==> config.mk <==
export PLATFORM = sky130hd
export DESIGN_NAME = mod_ctrl_flat
export DESIGN_NICKNAME = d
export VERILOG_FILES = /design/src/rtl/mod_ctrl_if.sv /design/src/rtl/mod_ctrl.sv /design/src/flat_wrapper.sv
export SDC_FILE = /design/constraint.sdc
export NUM_CORES = 1
export LEC_CHECK = 0
export CELL_PAD_IN_SITES_DETAIL_PLACEMENT = 2
export CELL_PAD_IN_SITES_GLOBAL_PLACEMENT = 2
export CORE_MARGIN = 2
export CORE_UTILIZATION = 25
export DETAILED_ROUTE_END_ITERATION = 16
export PLACE_DENSITY_LB_ADDON = 0.15
export SYNTH_ARGS = -nofsm -noshare
export SYNTH_HDL_FRONTEND = slang
export SYNTH_SLANG_ARGS = --single-unit
==> constraint.sdc <==
create_clock -name clk -period 2.3 [get_ports clk]
set_clock_uncertainty 0.1 [all_clocks]
set_input_delay 0.345 -clock clk [delete_from_list [all_inputs] [get_ports clk]]
set_output_delay 0.345 -clock clk [all_outputs]
set_load 0.03 [all_outputs]
==> src/rtl/mod_ctrl_if.sv <==
// Handshake and datapath bundle between the EX stage, the mod_ctrl sequencer and mod_dp.
// start is sampled only while busy=0; done (with err) pulses once per accepted request.
interface mod_ctrl_if #(
    parameter int WIDTH = 32
);
    logic             start;
    logic [WIDTH-1:0] a_in;
    logic [WIDTH-1:0] b_in;
    logic             busy;
    logic             done;
    logic             err;
    logic [WIDTH-1:0] rem_out;
    logic [WIDTH-1:0] quo_out;
    logic [WIDTH-1:0] dp_a;
    logic [WIDTH-1:0] dp_b;
    logic             dp_s;
    logic             dp_we;
    logic             dp_is_less;
    logic [WIDTH-1:0] dp_result;

    // master: EX stage plus the mod_dp feedback lines; slave: the sequencer.
    modport master (
        output start, a_in, b_in, dp_is_less, dp_result,
        input  busy, done, err, rem_out, quo_out, dp_a, dp_b, dp_s, dp_we
    );
    modport slave (
        input  start, a_in, b_in, dp_is_less, dp_result,
        output busy, done, err, rem_out, quo_out, dp_a, dp_b, dp_s, dp_we
    );
endinterface

==> src/rtl/mod_ctrl.sv <==
// Sequencer for the iterative-subtraction modulo datapath (mod_dp).
// Define MOD_CTRL_QUOTIENT_EN to build the quotient counter; otherwise quo_out is 0.
module mod_ctrl #(
    parameter int WIDTH    = 32,
    parameter int MAX_ITER = 65535,
    parameter int CNT_W    = 16
) (
    input  logic       clk,
    input  logic       rst_n,
    mod_ctrl_if.slave  bus,
    output logic [2:0] state_dbg
);
    typedef enum logic [2:0] {
        S_IDLE  = 3'd0,
        S_FIRST = 3'd1,
        S_LOOP  = 3'd2,
        S_DONE  = 3'd3,
        S_ERR   = 3'd4
    } state_t;

    state_t           state;
    logic [WIDTH-1:0] a_reg;
    logic [WIDTH-1:0] b_reg;
    logic [WIDTH-1:0] rem_reg;
    logic [CNT_W-1:0] iter;

    logic iter_max;
    logic accept;
    logic first_go;
    logic first_fin;
    logic loop_fin;
    logic loop_step;

    assign iter_max  = (iter == CNT_W'(MAX_ITER));
    assign accept    = (state == S_IDLE) && bus.start;
    assign first_go  = (state == S_FIRST) && !bus.dp_is_less;
    assign first_fin = (state == S_FIRST) && bus.dp_is_less;
    assign loop_fin  = (state == S_LOOP) && bus.dp_is_less;
    // Timeout takes priority over a further write once the limit is reached.
    assign loop_step = (state == S_LOOP) && !bus.dp_is_less && !iter_max;

    assign bus.dp_a    = a_reg;
    assign bus.dp_b    = b_reg;
    assign bus.dp_s    = (state == S_LOOP);
    assign bus.dp_we   = first_go || loop_step;
    assign bus.busy    = (state != S_IDLE);
    assign bus.done    = (state == S_DONE) || (state == S_ERR);
    assign bus.err     = (state == S_ERR);
    assign bus.rem_out = rem_reg;
    assign state_dbg   = state;

    always_ff @(posedge clk or negedge rst_n) begin
        if (!rst_n) begin
            state   <= S_IDLE;
            a_reg   <= '0;
            b_reg   <= '0;
            rem_reg <= '0;
            iter    <= '0;
        end else begin
            case (state)
                S_IDLE: begin
                    if (accept) begin
                        a_reg <= bus.a_in;
                        b_reg <= bus.b_in;
                        iter  <= '0;
                        state <= (bus.b_in == '0) ? S_ERR : S_FIRST;
                    end
                end
                S_FIRST: begin
                    if (first_fin) begin
                        rem_reg <= a_reg;
                        state   <= S_DONE;
                    end else begin
                        iter  <= CNT_W'(1);
                        state <= S_LOOP;
                    end
                end
                S_LOOP: begin
                    if (loop_fin) begin
                        rem_reg <= bus.dp_result;
                        state   <= S_DONE;
                    end else if (iter_max) begin
                        state <= S_ERR;
                    end else begin
                        iter <= iter + CNT_W'(1);
                    end
                end
                S_DONE:  state <= S_IDLE;
                S_ERR:   state <= S_IDLE;
                default: state <= S_IDLE;
            endcase
        end
    end

`ifdef MOD_CTRL_QUOTIENT_EN
    logic [WIDTH-1:0] q;
    logic [WIDTH-1:0] quo_reg;

    always_ff @(posedge clk or negedge rst_n) begin
        if (!rst_n) begin
            q       <= '0;
            quo_reg <= '0;
        end else begin
            if (accept) begin
                q <= '0;
            end else if (first_go) begin
                q <= WIDTH'(1);
            end else if (loop_step && (q != '1)) begin
                q <= q + WIDTH'(1);
            end
            if (first_fin) begin
                quo_reg <= '0;
            end else if (loop_fin) begin
                quo_reg <= q;
            end
        end
    end

    assign bus.quo_out = quo_reg;
`else
    assign bus.quo_out = '0;
`endif

endmodule

==> src/flat_wrapper.sv <==
// flat-port wrapper written by rule: the top's interface ports become plain ports
module mod_ctrl_flat 
#(
    parameter int WIDTH    = 32,
    parameter int MAX_ITER = 65535,
    parameter int CNT_W    = 16
)
  (clk, rst_n, state_dbg, bus_start, bus_a_in, bus_b_in, bus_dp_is_less, bus_dp_result, bus_busy, bus_done, bus_err, bus_rem_out, bus_quo_out, bus_dp_a, bus_dp_b, bus_dp_s, bus_dp_we);
  mod_ctrl_if #(.WIDTH(WIDTH)) bus_i ();
  input  logic clk;
  input  logic rst_n;
  output logic [2:0] state_dbg;
  input wire logic [$bits(bus_i.start)-1:0] bus_start;
  input wire logic [$bits(bus_i.a_in)-1:0] bus_a_in;
  input wire logic [$bits(bus_i.b_in)-1:0] bus_b_in;
  input wire logic [$bits(bus_i.dp_is_less)-1:0] bus_dp_is_less;
  input wire logic [$bits(bus_i.dp_result)-1:0] bus_dp_result;
  output wire logic [$bits(bus_i.busy)-1:0] bus_busy;
  output wire logic [$bits(bus_i.done)-1:0] bus_done;
  output wire logic [$bits(bus_i.err)-1:0] bus_err;
  output wire logic [$bits(bus_i.rem_out)-1:0] bus_rem_out;
  output wire logic [$bits(bus_i.quo_out)-1:0] bus_quo_out;
  output wire logic [$bits(bus_i.dp_a)-1:0] bus_dp_a;
  output wire logic [$bits(bus_i.dp_b)-1:0] bus_dp_b;
  output wire logic [$bits(bus_i.dp_s)-1:0] bus_dp_s;
  output wire logic [$bits(bus_i.dp_we)-1:0] bus_dp_we;
  assign bus_i.start = bus_start;
  assign bus_i.a_in = bus_a_in;
  assign bus_i.b_in = bus_b_in;
  assign bus_i.dp_is_less = bus_dp_is_less;
  assign bus_i.dp_result = bus_dp_result;
  assign bus_busy = bus_i.busy;
  assign bus_done = bus_i.done;
  assign bus_err = bus_i.err;
  assign bus_rem_out = bus_i.rem_out;
  assign bus_quo_out = bus_i.quo_out;
  assign bus_dp_a = bus_i.dp_a;
  assign bus_dp_b = bus_i.dp_b;
  assign bus_dp_s = bus_i.dp_s;
  assign bus_dp_we = bus_i.dp_we;
  mod_ctrl #(.WIDTH(WIDTH), .MAX_ITER(MAX_ITER), .CNT_W(CNT_W)) u_core (.clk(clk), .rst_n(rst_n), .bus(bus_i), .state_dbg(state_dbg));
endmodule
==> tab_implementation.tex <==
\begin{tabular}{lr}
\hline
Metric & Value \\
\hline
\multicolumn{2}{l}{\textbf{Clock network}} \\
Clock slew at reported path FFs & roughly 0.06 ns \\
Sink count of the clock tree & 115 \\
Bufs on Longest Clock Path & 2 \\
CTS HTree Levels & 4 \\
Clock latency at the later pin of the worst-skew pair & 0.41 ns \\
Number of CTS-inserted buffers & 17 \\
TritonCTS clock tree & done \\
CTS Root Buffer Type & sky130\_fd\_sc\_hd\_\_clkbuf\_16 \\
\multicolumn{2}{l}{\textbf{Finish}} \\
Number of standard cells in the layout, taps in and fillers out & 965 \\
Count of fill cells added during filler insertion & between 2000 and 2500 \\
Area growth from synthesis to layout & 58.6\% \\
Fraction of final layout cells sized beyond drive strength 1 & 0.114 \\
Antenna cell count & 0 \\
NumNets Final & 780 \\
\multicolumn{2}{l}{\textbf{Worst setup path}} \\
Type of the worst setup path & flop to primary output \\
Endpoint class of the critical path & primary output \\
Buffers and inverters on the worst path & 1 \\
Data arrival time at the worst-slack endpoint & 1.95 ns \\
Critical-path maximum fanout & 3 \\
Slowest cell on the critical path & sky130\_fd\_sc\_hd\_\_dfrtp\_1 \\
Family with the most delay on the worst path & simple AND/OR/NAND/NOR gates \\
Max incr delay on CP & 0.39 ns \\
Startpoint kind of the worst setup timing path & flop \\
Critical Path Start & u\_core.iter[0] \\
R2R depth & 7 \\
Critical R2R Launch & u\_core.iter[0] \\
CP Cell Sequence & ha\_2 > and4\_1 > and4\_4 > nand2b\_4 > nand2\_4 > a211oi\_4 > buf\_12 \\
Logic depth of the worst setup path including buffers & 7 \\
Worst reg2reg setup slack & 0.16 ns \\
Worst EP required & about 1.9 ns \\
\multicolumn{2}{l}{\textbf{GRT}} \\
Most utilized layer in the global route result & met2 \\
Met1 layer usage reported by global route & 0.187 \\
Antenna violations before repair & 0 \\
GR Layer Usage met2 & 0.294 \\
Overall overflow remaining after global route & 0 \\
Met3 track demand over resource in global routing & 0.0680 \\
Number of global-route vias before repair & approximately 5000 \\
Gr usage total & 0.168 \\
Global-route wire length before repair & 28600 um \\
Pin count of the biggest net entering global routing & 66 \\
\multicolumn{2}{l}{\textbf{Placement}} \\
Buffers on Ports & 203 \\
Sum of net half-perimeters after detailed placement & between 10000 and 15000 um \\
Placed cell count & approximately 930 \\
Placer's final routability congestion estimate & 0.752 \\
\multicolumn{2}{l}{\textbf{Pwr}} \\
PnR Total Power & between 10 and 15 mW \\
Peak VDD IR & 0.602 mV \\
Leakage power figure & 3.64 nW \\
Power density relative to cell area & 1560 nW/um\^{}2 \\
\multicolumn{2}{l}{\textbf{Yosys}} \\
Post-synthesis instance area & 5290 um\^{}2 \\
Mean cell area of the mapped netlist & around 12 um\^{}2 \\
Dominant register cell in the synthesized netlist & sky130\_fd\_sc\_hd\_\_dfrtp\_1 \\
Synth async-reset ratio & 1.00 \\
Number of synthesized flops with an enable pin & 0 \\
Total of flip-flops plus latches after synthesis & about 120 \\
Number of distinct library cells after synthesis & 44 \\
Portion of the post-synthesis area used by sequential elements & 0.544 \\
Gate count after technology mapping & around 450 \\
Yosys warnings & 0 \\
\multicolumn{2}{l}{\textbf{Drt}} \\
Mean number of vias per cell & 4.51 \\
Drt initial violations & 102 \\
Drt drc & 0 \\
Vias post-DR & 4353 \\
Routed length per instance & 18.7 um \\
Total Routed Length & $\sim$18000 um \\
Post-route ant nets & 0 \\
First-pass detailed-route iteration total & 4 \\
\multicolumn{2}{l}{\textbf{Floorplanning}} \\
Die Wd & 149 um \\
Number of top-level pins & 236 \\
Die Height & 149 um \\
Initial Utilization & 0.253 \\
Standard cell core area & around 21000 um\^{}2 \\
Row count & 53 \\
Die area & about 22000 um\^{}2 \\
\multicolumn{2}{l}{\textbf{Timing}} \\
Final Hold Viols & 0 \\
Minimum period implied by the final worst setup slack & 2.40 ns \\
Max Fclk & 417 MHz \\
Number of setup violations in the final report & 1 \\
Crit share post-route & 1.04 \\
Post-route setup slack & -0.0975 ns \\
Setup repair after global routing missed its margin & yes \\
Actual transition at the worst max-transition pin & 0.563 ns \\
Number of max-slew violations in the final report & 0 \\
Remaining max-slew budget at the tightest pin & 0.622 \\
\multicolumn{2}{l}{\textbf{Status}} \\
Violations in the final reports & negative setup slack \\
Status & finished with violations \\
\multicolumn{2}{l}{\textbf{Worst hold path}} \\
Worst hold path class & input pin to asynchronous set/reset pin \\
\multicolumn{2}{l}{\textbf{Job}} \\
Number of max-cap violations & 0 \\
\hline
\end{tabular}
logic make-up after synthesis:
group / synth area share
AO/OA/AOI/OAI: 0.0901
adder cells (fa/ha/maj): 0.00237
buffers and inverters: 0.0719
flip-flops: 0.544
multiplexers: 0.199
other: 0.000709
AND/OR/NAND/NOR: 0.0918
layer usage:
metal | vias up | wire, um
met5 | - | 0
met4 | 0 | 151
met3 | 10 | 1490
met2 | 142 | 9260
met1 | 2199 | 7120
li1 | 2002 | -
Yosys cell counts, types with 2 or more instances:
| master | n | area, um^2 |
|---|---|---|
| sky130_fd_sc_hd__buf_2 | 13 | 65.1 |
| sky130_fd_sc_hd__buf_1 | 2 | 7.51 |
| sky130_fd_sc_hd__nand4_1 | 3 | 18.8 |
| sky130_fd_sc_hd__o21a_1 | 4 | 30.0 |
| sky130_fd_sc_hd__mux2i_1 | 32 | 320 |
| sky130_fd_sc_hd__a31oi_1 | 8 | 50.1 |
| sky130_fd_sc_hd__buf_4 | 33 | 248 |
| sky130_fd_sc_hd__and4_1 | 3 | 26.3 |
| sky130_fd_sc_hd__nand2b_1 | 5 | 31.3 |
| sky130_fd_sc_hd__nor2b_1 | 3 | 18.8 |
| sky130_fd_sc_hd__o21ai_0 | 5 | 25.0 |
| sky130_fd_sc_hd__nand2_1 | 45 | 169 |
| sky130_fd_sc_hd__nor3_1 | 4 | 20.0 |
| sky130_fd_sc_hd__nor2_1 | 5 | 18.8 |
| sky130_fd_sc_hd__nor4_1 | 9 | 56.3 |
| sky130_fd_sc_hd__nand3_1 | 10 | 50.1 |
| sky130_fd_sc_hd__a21oi_1 | 13 | 65.1 |
| sky130_fd_sc_hd__a41oi_1 | 4 | 35.0 |
| sky130_fd_sc_hd__o21ai_1 | 34 | 170 |
| sky130_fd_sc_hd__and2_1 | 2 | 12.5 |
| sky130_fd_sc_hd__clkbuf_1 | 8 | 30.0 |
| sky130_fd_sc_hd__inv_1 | 4 | 15.0 |
| sky130_fd_sc_hd__a21o_1 | 2 | 15.0 |
| sky130_fd_sc_hd__dfrtp_1 | 115 | 2880 |
| sky130_fd_sc_hd__mux2_1 | 65 | 732 |
| sky130_fd_sc_hd__o211ai_1 | 3 | 22.5 |
metrics by stage:
stage	worst slack (ns)	utilization	area [um^2]	setup TNS [ns]	hold WS, ns
after floorplan	0.0701	-	5420	0	-0.0506
after global placement	0.100	0.368	7690	0	0.273
after detailed placement	0.0509	0.368	7690	0	0.274
after CTS	-0.131	0.401	8390	-0.131	0.367
after global routing	-0.174	0.402	8390	-0.174	0.390
final	-0.0975	0.402	8390	-0.0975	0.362
flip-flops by register name, indices dropped and copies added (netlist names):
| name | flops |
|---|---|
| u_core.bus.dp_b | 32 |
| u_core.bus.dp_a | 32 |
| u_core.state_dbg | 3 |
| u_core.bus.rem_out | 32 |
| u_core.iter | 16 |
layout by cell type (no fill, tap or decap), types with 5 or more instances in the layout:
cell type / Yosys / layout
sky130_fd_sc_hd__clkdlybuf4s50_1: 0 / 197
sky130_fd_sc_hd__dfrtp_1: 115 / 114
sky130_fd_sc_hd__mux2_1: 65 / 65
sky130_fd_sc_hd__nand2_1: 45 / 44
sky130_fd_sc_hd__o21ai_1: 34 / 34
sky130_fd_sc_hd__mux2i_1: 32 / 32
sky130_fd_sc_hd__conb_1: 1 / 32
sky130_fd_sc_hd__buf_4: 33 / 27
sky130_fd_sc_hd__clkbuf_16: 0 / 17
sky130_fd_sc_hd__a21oi_1: 13 / 13
sky130_fd_sc_hd__nor4_1: 9 / 9
sky130_fd_sc_hd__nand3_1: 10 / 9
sky130_fd_sc_hd__a31oi_1: 8 / 8
sky130_fd_sc_hd__o21ai_0: 5 / 5
sky130_fd_sc_hd__nor2_1: 5 / 5
sky130_fd_sc_hd__buf_12: 0 / 5
cell type report:
| cell class | instances | area, um^2 | share of cell area |
|---|---|---|---|
| sequential | 115 | 2880 | 0.343 |
| tap | 275 | 344 | 0.0410 |
| inverter | 5 | 21.3 | 0.00254 |
| clock buffer | 21 | 480 | 0.0573 |
| timing repair buffer | 234 | 2320 | 0.276 |
| clock inverter | 9 | 153 | 0.0182 |
| multi-input combinational | 306 | 2190 | 0.262 |
final timing paths:
check                                              to
worst max-delay path                        bus_dp_we
max in group asynchronous         u_core.bus.dp_b[30]
min in group clk                u_core.bus.rem_out[8]
worst min-delay path               u_core.bus.dp_a[6]
worst max register to register    u_core.state_dbg[0]
worst min register to register  u_core.bus.rem_out[8]
worst register-to-register path, delay by kind of cell, from the launching register on:
kind	cells	cell delay (ns)
AOI/OAI and AO/OA	3	0.92
adders and majority gates	1	0.19
buffers and inverters	1	0.14
DFF	1	0.36
and+or+nand+nor	2	0.35
timing repair:
| action | CTS | global route |
|---|---|---|
| setup endpoints to repair | 5 | 3 |
| hold endpoints to repair | 35 | 0 |
| pin swaps | 3 | 0 |
| buffers inserted | 3 | 0 |
| hold buffers | 1 | 0 |
| gates resized for setup | 10 | 5 |
power by group:
part           internal (mW)  total [mW]  switching, mW
clock                   1.91        2.85          0.939
sequential              2.93        3.50          0.565
combinational           2.85        6.71           3.86
total                   7.69        13.1           5.36
Power figures use the tool's default switching activity.
